===== src/rtl/dmem_store_buffer.sv =====
// dmem_store_buffer
//   Posted-write buffer between the core data port and data memory. Stores are
//   queued in a small FIFO and drained over a req/ack write port. Loads read
//   memory combinationally and are checked against the pending stores.
//
//   Optional feature macro: STBUF_FWD_EN
//     defined   : a load that hits a pending store gets the youngest hit's data
//     undefined : a load that hits a pending store stalls until those stores drain
//
//   Ports
//     clk, reset          clock (rising edge), async active-low reset
//     memwrite, memread   core store / load request this cycle
//     aluout, writedata   core byte address (bits [1:0] ignored) / store data
//     readdata, stall     load data and core hold request (combinational)
//     flush_req           pulse: drain the buffer completely
//     flush_done          one-cycle pulse when the drain completes (registered)
//     mem_raddr, mem_rdata  combinational memory read port
//     mem_req, mem_addr, mem_wdata, mem_ack  memory write port (oldest entry)
module dmem_store_buffer #(
  parameter int unsigned DEPTH = 4,
  parameter int unsigned AW    = 32,
  parameter int unsigned DW    = 32
) (
  input  logic          clk,
  input  logic          reset,
  input  logic          memwrite,
  input  logic          memread,
  input  logic [AW-1:0] aluout,
  input  logic [DW-1:0] writedata,
  output logic [DW-1:0] readdata,
  output logic          stall,
  input  logic          flush_req,
  output logic          flush_done,
  output logic [AW-1:0] mem_raddr,
  input  logic [DW-1:0] mem_rdata,
  output logic          mem_req,
  output logic [AW-1:0] mem_addr,
  output logic [DW-1:0] mem_wdata,
  input  logic          mem_ack
);

  localparam int unsigned PW = (DEPTH > 1) ? $clog2(DEPTH) : 1;
  localparam int unsigned CW = PW + 1;
  localparam int unsigned WW = AW - 2;

  typedef enum logic {
    RUN   = 1'b0,
    FLUSH = 1'b1
  } state_t;

  state_t          state_q, state_d;
  logic            flush_done_q, flush_done_d;

  logic [WW-1:0]    addr_q [DEPTH];
  logic [DW-1:0]    data_q [DEPTH];
  logic [DEPTH-1:0] valid_q;
  logic [PW-1:0]    head_q, tail_q;
  logic [CW-1:0]    count_q, count_d;

  logic            full, empty, push, pop;
  logic            any_match, hazard;
`ifdef STBUF_FWD_EN
  logic [DW-1:0]   fwd_data;
`endif

  // FIFO status and write port, always presenting the oldest entry
  assign full      = (count_q == CW'(DEPTH));
  assign empty     = (count_q == '0);
  assign mem_req   = ~empty;
  assign mem_addr  = {addr_q[head_q], 2'b00};
  assign mem_wdata = data_q[head_q];
  assign mem_raddr = aluout;

  // ack outside a request is ignored; a stalled store is never pushed
  assign pop     = mem_req & mem_ack;
  assign push    = memwrite & ~stall;
  assign count_d = count_q + CW'(push) - CW'(pop);

  // Word-address match scan from head to tail so the last hit is the youngest
  always_comb begin : match_scan
    logic [PW-1:0] idx;
    idx       = '0;
    any_match = 1'b0;
`ifdef STBUF_FWD_EN
    fwd_data  = '0;
`endif
    for (int unsigned i = 0; i < DEPTH; i++) begin
      idx = head_q + PW'(i);
      if (valid_q[idx] && (addr_q[idx] == aluout[AW-1:2])) begin
        any_match = 1'b1;
`ifdef STBUF_FWD_EN
        fwd_data  = data_q[idx];
`endif
      end
    end
  end

`ifdef STBUF_FWD_EN
  assign hazard   = 1'b0;
  assign readdata = (memread && any_match) ? fwd_data : mem_rdata;
`else
  // hold the load until every matching store has left the buffer
  assign hazard   = memread & any_match;
  assign readdata = mem_rdata;
`endif

  assign stall = (memwrite & (full | (state_q == FLUSH))) | hazard;

  // Entry storage and pointers
  always_ff @(posedge clk or negedge reset) begin
    if (!reset) begin
      head_q  <= '0;
      tail_q  <= '0;
      count_q <= '0;
      valid_q <= '0;
      for (int unsigned i = 0; i < DEPTH; i++) begin
        addr_q[i] <= '0;
        data_q[i] <= '0;
      end
    end else begin
      if (push) begin
        addr_q[tail_q]  <= aluout[AW-1:2];
        data_q[tail_q]  <= writedata;
        valid_q[tail_q] <= 1'b1;
        tail_q          <= tail_q + PW'(1);
      end
      if (pop) begin
        valid_q[head_q] <= 1'b0;
        head_q          <= head_q + PW'(1);
      end
      count_q <= count_d;
    end
  end

  // Flush FSM state register
  always_ff @(posedge clk or negedge reset) begin
    if (!reset) begin
      state_q      <= RUN;
      flush_done_q <= 1'b0;
    end else begin
      state_q      <= state_d;
      flush_done_q <= flush_done_d;
    end
  end

  // Flush completes on the edge where the buffer becomes (or already is) empty
  always_comb begin
    state_d      = state_q;
    flush_done_d = 1'b0;
    case (state_q)
      RUN: begin
        if (flush_req) begin
          if (count_d == '0) flush_done_d = 1'b1;
          else               state_d      = FLUSH;
        end
      end
      FLUSH: begin
        if (count_d == '0) begin
          state_d      = RUN;
          flush_done_d = 1'b1;
        end
      end
      default: state_d = RUN;
    endcase
  end

  assign flush_done = flush_done_q;

endmodule


===== config.mk =====
export PLATFORM = sky130hd
export DESIGN_NAME = dmem_store_buffer
export DESIGN_NICKNAME = d
export VERILOG_FILES = /design/src/rtl/dmem_store_buffer.sv
export SDC_FILE = /design/constraint.sdc
export NUM_CORES = 1
export LEC_CHECK = 0
export ABC_CLOCK_PERIOD_IN_PS = 17970
export CAP_MARGIN = 20
export CORE_ASPECT_RATIO = 1.25
export CORE_UTILIZATION = 37
export CTS_CLUSTER_SIZE = 20
export DETAILED_ROUTE_END_ITERATION = 16
export PLACE_DENSITY_LB_ADDON = 0.15
export SYNTH_ARGS = -nofsm -noshare
export SYNTH_HDL_FRONTEND = slang
export SYNTH_SLANG_ARGS = --single-unit

===== constraint.sdc =====
create_clock -name clk -period 17.97 [get_ports clk]
set_input_delay 3.594 -clock clk [delete_from_list [all_inputs] [get_ports clk]]
set_output_delay 3.594 -clock clk [all_outputs]
set_load 0.03 [all_outputs]

; ---- Word level (Yosys, flattened, before mapping)
; Cells that the tools add are included.
[word_totals]
ff_bits = 261
input_bits = 102
wordCells = 109
output_inout_bits = 131
[op_classes]
reduce_logical = 9
n_eq_ne = 5
bitwise_logic = 17
order_cmp = 13
add_sub_neg = 6
muxes = 45
[ops]
columns = cell, n
row1 = $mux W30, 9
row2 = $bmux W30 S2, 4
row3 = $bwmux W128, 1
row4 = $bwmux W120, 1
row5 = $eq A30 B30 Y1, 4
row6 = $mux W32, 3
row7 = $bmux W32 S2, 1
row8 = $demux W32 S2, 1
row9 = $demux W30 S2, 1
row10 = $ge A3 B3 Y1 const B, 5
row11 = $lt A2 B3 Y1 const B, 5
row12 = $not A2 Y3, 5
row13 = $mux W1, 14
row14 = $bmux W1 S2, 4
row15 = $mux W4, 2
row16 = $logic_and A1 B1 Y1, 7
row17 = $logic_not A3 Y1, 2
row18 = $add A2 B1 Y2 const B, 2
row19 = $add A2 B2 Y2 const B, 2
row20 = $and A1 B1 Y1, 4
row21 = $and A4 B4 Y4, 1
row22 = $demux W1 S2, 2
row23 = $ge A2 B1 Y1 const B, 2
row24 = $not A4 Y4, 1
row25 = other kinds (8), 12

; ---- Logic depth before layout (Yosys ltp)
[logic_depth]
depth_word = 20
mapped_depth = 28
ltp_nobuf = 18

; ---- Least setup slack after synthesis
; OpenSTA, ideal clock, no wires.
[synth_timing]
path_type = in2out
startpoint = input aluout[11]
endpoint = output stall
n_path_buf = 3
path_slack_ns = 8.560
stages = 11
arrival_time_ns = 5.816
required_ns = 14.376
path_cell_list = clkbuf_1 xnor2_1 nand2_1 mux4_2 nor4_1 nand4_1 a2bb2o_4 nor2_2 buf_6 buf_6 o22ai_2
[synth_between]
elab_chain_cells = 8
elab_cells_between_ends = 14
cone_classes = eq/ne (4) / mux (4) / bitwise (2) / reduce/logical (4)
[synth_lines]
columns = element, line
row1 = "start, declared", 28  ; input logic [AW-1:0] aluout,
row2 = $eq A30 B30 Y1, 89  ; if (valid_q[idx] && (addr_q[idx] == aluout[AW-1:2])) begin
row3 = $logic_and A1 B1 Y1, 89
row4 = $mux W1 (3 in a row), 89
row5 = $mux W1 *, 89
row6 = $and A1 B1 Y1 *, 103  ; assign hazard = memread & any_match;
row7 = $or A1 B1 Y1 *, 107  ; assign stall = (memwrite & (full | (state_q == FLUSH))) | hazard;
row8 = "end, declared", 31  ; output logic stall,
; Every way passes the cells marked *; elsewhere a longest branch is shown, timed or not.

; ---- Worst setup path after layout
[layout_timing]
startpoint = input aluout[23]
endpoint = output stall
; Same word-level chain as after synthesis.

==> impl_metrics.csv <==
group,metric,value,unit
layout,multi_input_area,0.0176,sq mm
worst_setup_path,critPathLaunchType,"input port",
worst_setup_path,worst_setup_path_end_kind,"output port",
placement,placedCellCount,3681,
clocking,cts_root_buffer,"clkbuf_16",
floorplanning,die_area,0.0720,sq mm
pwr,vdd_ir_drop_max,0.0999,mV
pwr,pwr-share-seq,24.8,%
worst_setup_path,crit_required,14.38,ns
pwr,p_leak,10.7,nW
timing,tightest_slew,1.59,ns
floorplanning,design.core.area,0.0697,sq mm
pwr,switching_share,47.1,%
yosys,synth_most_common_cell,"and3_1",
yosys,synth_fa_ha_area_share,0.553,%
worst_setup_path,cp.arrival,7.13,ns
clocking,hold_buffers,0,
floorplanning,rows,108,
layout,final_cells,3747,
floorplanning,die_w,240,um
layout,final_area,0.0286,sq mm
yosys,synth_compound_area_share,20.1,%
worst_setup_path,cpLargestDelayFamily,"buffers and inverters",
yosys,synthFlopType,"dfrtp_1",
clocking,clock_sinks,261,
global_route,grt.overflow.total,0,
yosys,synth_top_area_share,24.9,%
clocking,clockBufferDepth,3,
drt,ant_nets,0,
clocking,htreeDepth,2,
timing,drv_slew,82,
layout,finish.net_count,2899,
timing,max_freq,93.3,MHz
clocking,clock_latency,0.58,ns
drt,routed_wirelength,95.6,mm
worst_hold_path,hold-path-cell-count,1,
drt,vias_per_cell,6.32,
clocking,cts_tree,"built",
global_route,grt_pass1_vias,23200,
yosys,synth_area_leaders,"dfrtp_1 (25%), and3_1 (12%), mux4_2 (10%), o211ai_2 (9.0%), a211oi_1 (7.2%)",
global_route,grtUsageTotal,26.1,%
yosys,yosys-top-cells-count,"and3_1 (496), nor2b_1 (271), nand2_1 (269), dfrtp_1 (261), nand3_1 (257)",
yosys,async_flop_share,100,%
yosys,synth.cell_area,0.0262,sq mm
yosys,avgSynthCellArea,8.84,sq um
yosys,synth_cell_types,62,
global_route,grt_antenna_before_repair,4,
clocking,cts_buffers,36,
floorplanning,dieHeight,300,um
pwr,pwr_density_cell,130,mW/mm^2
worst_setup_path,cp.depth,10,
pwr,finalPower,3.71,mW
yosys,synth-xor-area-share,3.77,%
layout,drive_gt1_share,15.2,%
clocking,clkTransAtPathRegs,0.06,ns
timing,setup_viol,0,
status,outcome,"finished, violations left",
pwr,netSwitchingPower,1.75,mW
worst_setup_path,cpMostUsedCell,"clkdlybuf4s50_1",
timing,final_hold_viol_count,0,
yosys,ys_warn_count,0,
worst_setup_path,cp_slowest_cell,"clkdlybuf4s50_1",
layout,register_area,0.00654,sq mm
placement,place_hpwl,55.4,mm
global_route,grt_max_degree,216,
global_route,grt_pass1_wl,147,mm
layout,area_delta_synth_final,8.88,%
timing,rsz0062_at_grt,"false",
yosys,synthMuxAreaShare,13.6,%
yosys,synth_seq_area_share,24.9,%
clocking,cts_setup_buffers,0,
yosys,netlist_instances,2967,
yosys,synth_top_family_by_area,"simple AND/OR/NAND/NOR gates",
drt,route.detailed.drc,0,
clocking,cts_resized,0,
placement,place_area,0.0273,sq mm
floorplanning,num_io_pins,233,
worst_setup_path,critPathMaxFanout,14,
yosys,synth_edf_count,0,
worst_setup_path,r2r_cells,12,
timing,timing.final.crit_share,59.7,%
worst_setup_path,crit_chain,"clkdlybuf4s50_1 > inv_1 > a2bb2oi_1 > o221ai_1 > or4_1 > nor4_2 > a22o_1 > nor2_4 > o22ai_2 > clkdlybuf4s50_1",
drt,drt_iter0_markers,1893,
timing,tns,0,ns
worst_setup_path,worstSetupPathType,"input port to output port",
drt,routedWlPerCell,25.5,um
drt,dr.pass1.iters,5,
timing,slew_headroom,-6.10,%
yosys,yosys.area_share.simple,28.5,%
run,cap_violations,0,
placement,gp_congestion,0.970,
pwr,p_int,1.96,mW
pwr,clkPwrFrac,20.5,%
yosys,synth_area_leader_cell,"dfrtp_1",
layout,fillers,6882,
worst_setup_path,path_buf_inv,3,
timing,min_period,10.72,ns
worst_setup_path,max_stage_delay,0.94,ns
status,violations,"slew limit",
yosys,synth-seq-cells,261,
worst_setup_path,r2r_slack,11.15,ns
drt,vias,23700,
worst_hold_path,min_path_type,"register to register",
pwr,pwr-share-comb,54.7,%
floorplanning,start_util,37.6,%
placement,io_buffers,162,
timing,skew,0.0224,ns
per-stage QoR:
stage               hold slack, ns  utilization [%]  setup WS, ns
detailed placement           0.527             39.2          7.33
global route                 0.541             40.9          7.17
global placement             0.512             39.1          7.37
finish                       0.536             41.0          7.25
floorplan                    0.494                -          8.56
CTS                          0.540             40.9          7.32
area by class of cell:
class / count / area share, %
Clock inverter: 7 / 0.364
Timing Repair Buffer: 195 / 6.94
Antenna cell: 2 / 0.0175
Inverter: 21 / 0.276
Tap cell: 935 / 4.10
Clock buffer: 55 / 3.79
Multi-Input combinational cell: 2271 / 61.6
Sequential cell: 261 / 22.9
state kept, by name, summed over array words and instances (netlist names):
name        cells
data_q        128
addr_q        120
valid_q         4
count_q         3
head_q          2
tail_q          2
flush_done      1
state_q         1
metal layers:
layer,share of wire (%),up-vias,routed length (um),track usage [%]
met5,0.047,-,45,0
met4,4.3,6,4060,11.1
met3,4.4,176,4180,3.27
met2,49,716,46500,43.0
met1,43,12100,40800,34.4
li1,-,10600,-,-
cell families after synthesis:
group,after synthesis
fa+ha+maj,11
buf+inv,436
compound gates,579
mux,203
simple gates,1363
flops,261
xor+xnor,113
other cells,1
power groups by stage:
| stage | logic, mW | registers, mW | clock network, mW |
|---|---|---|---|
| after floorplan | 1.54 | 0.825 | 0 |
| after global placement | 1.99 | 0.915 | 0 |
| after detailed placement | 2.02 | 0.927 | 0 |
| after CTS | 2.03 | 0.918 | 0.776 |
| after global routing | 2.17 | 0.947 | 0.798 |
| final | 2.03 | 0.920 | 0.761 |
worst reg2reg max path: cells and delay by family (launching register included):
family	cells	cell delay (ns)
buffers and inverters	4	1.64
AOI/OAI and AO/OA	3	1.44
and+or+nand+nor	2	1.04
DFF	1	0.89
adders and majority gates	1	0.84
muxes	1	0.67
xor gates and xnor gates	1	0.18
worst paths after layout:
path,end,startpoint
setup / recovery,stall,aluout[23]
min in group asynchronous,addr_q[108],reset
hold reg to reg,state_q,state_q
setup reg to reg,valid_q[2],head_q[1]
hold / removal,state_q,state_q
max in group asynchronous,data_q[110],reset
placed cells by master (no fill, tap or decap), types with 3 or more instances in the layout:
| master | synthesis | layout |
|---|---|---|
| a2bb2oi_1 | 3 | 3 |
| buf_12 | 2 | 5 |
| clkdlybuf4s50_1 | 0 | 160 |
| xor2_1 | 19 | 19 |
| nor4_1 | 8 | 8 |
| nand2_1 | 269 | 268 |
| nor2b_4 | 0 | 4 |
| ha_4 | 0 | 5 |
| o211a_1 | 3 | 3 |
| clkbuf_16 | 0 | 36 |
| mux4_2 | 122 | 122 |
| xnor2_1 | 94 | 94 |
| a221oi_1 | 4 | 4 |
| mux2i_1 | 77 | 77 |
| nor2_1 | 27 | 27 |
| o2111ai_1 | 5 | 5 |
| clkbuf_8 | 0 | 11 |
| o211ai_1 | 65 | 65 |
| dfrtp_1 | 261 | 259 |
| buf_4 | 80 | 26 |
| mux2_2 | 3 | 3 |
| ha_1 | 10 | 5 |
| clkbuf_1 | 254 | 8 |
| nor2b_1 | 271 | 267 |
| inv_1 | 19 | 19 |
| nand4_1 | 16 | 16 |
| and3_1 | 496 | 496 |
| o22ai_1 | 10 | 10 |
| o211ai_2 | 188 | 188 |
| a21oi_1 | 8 | 8 |
| a211oi_1 | 253 | 253 |
| nor3_1 | 9 | 9 |
| nand3_1 | 257 | 257 |
| o21ai_0 | 18 | 18 |
(Power assumes the default switching activity.)
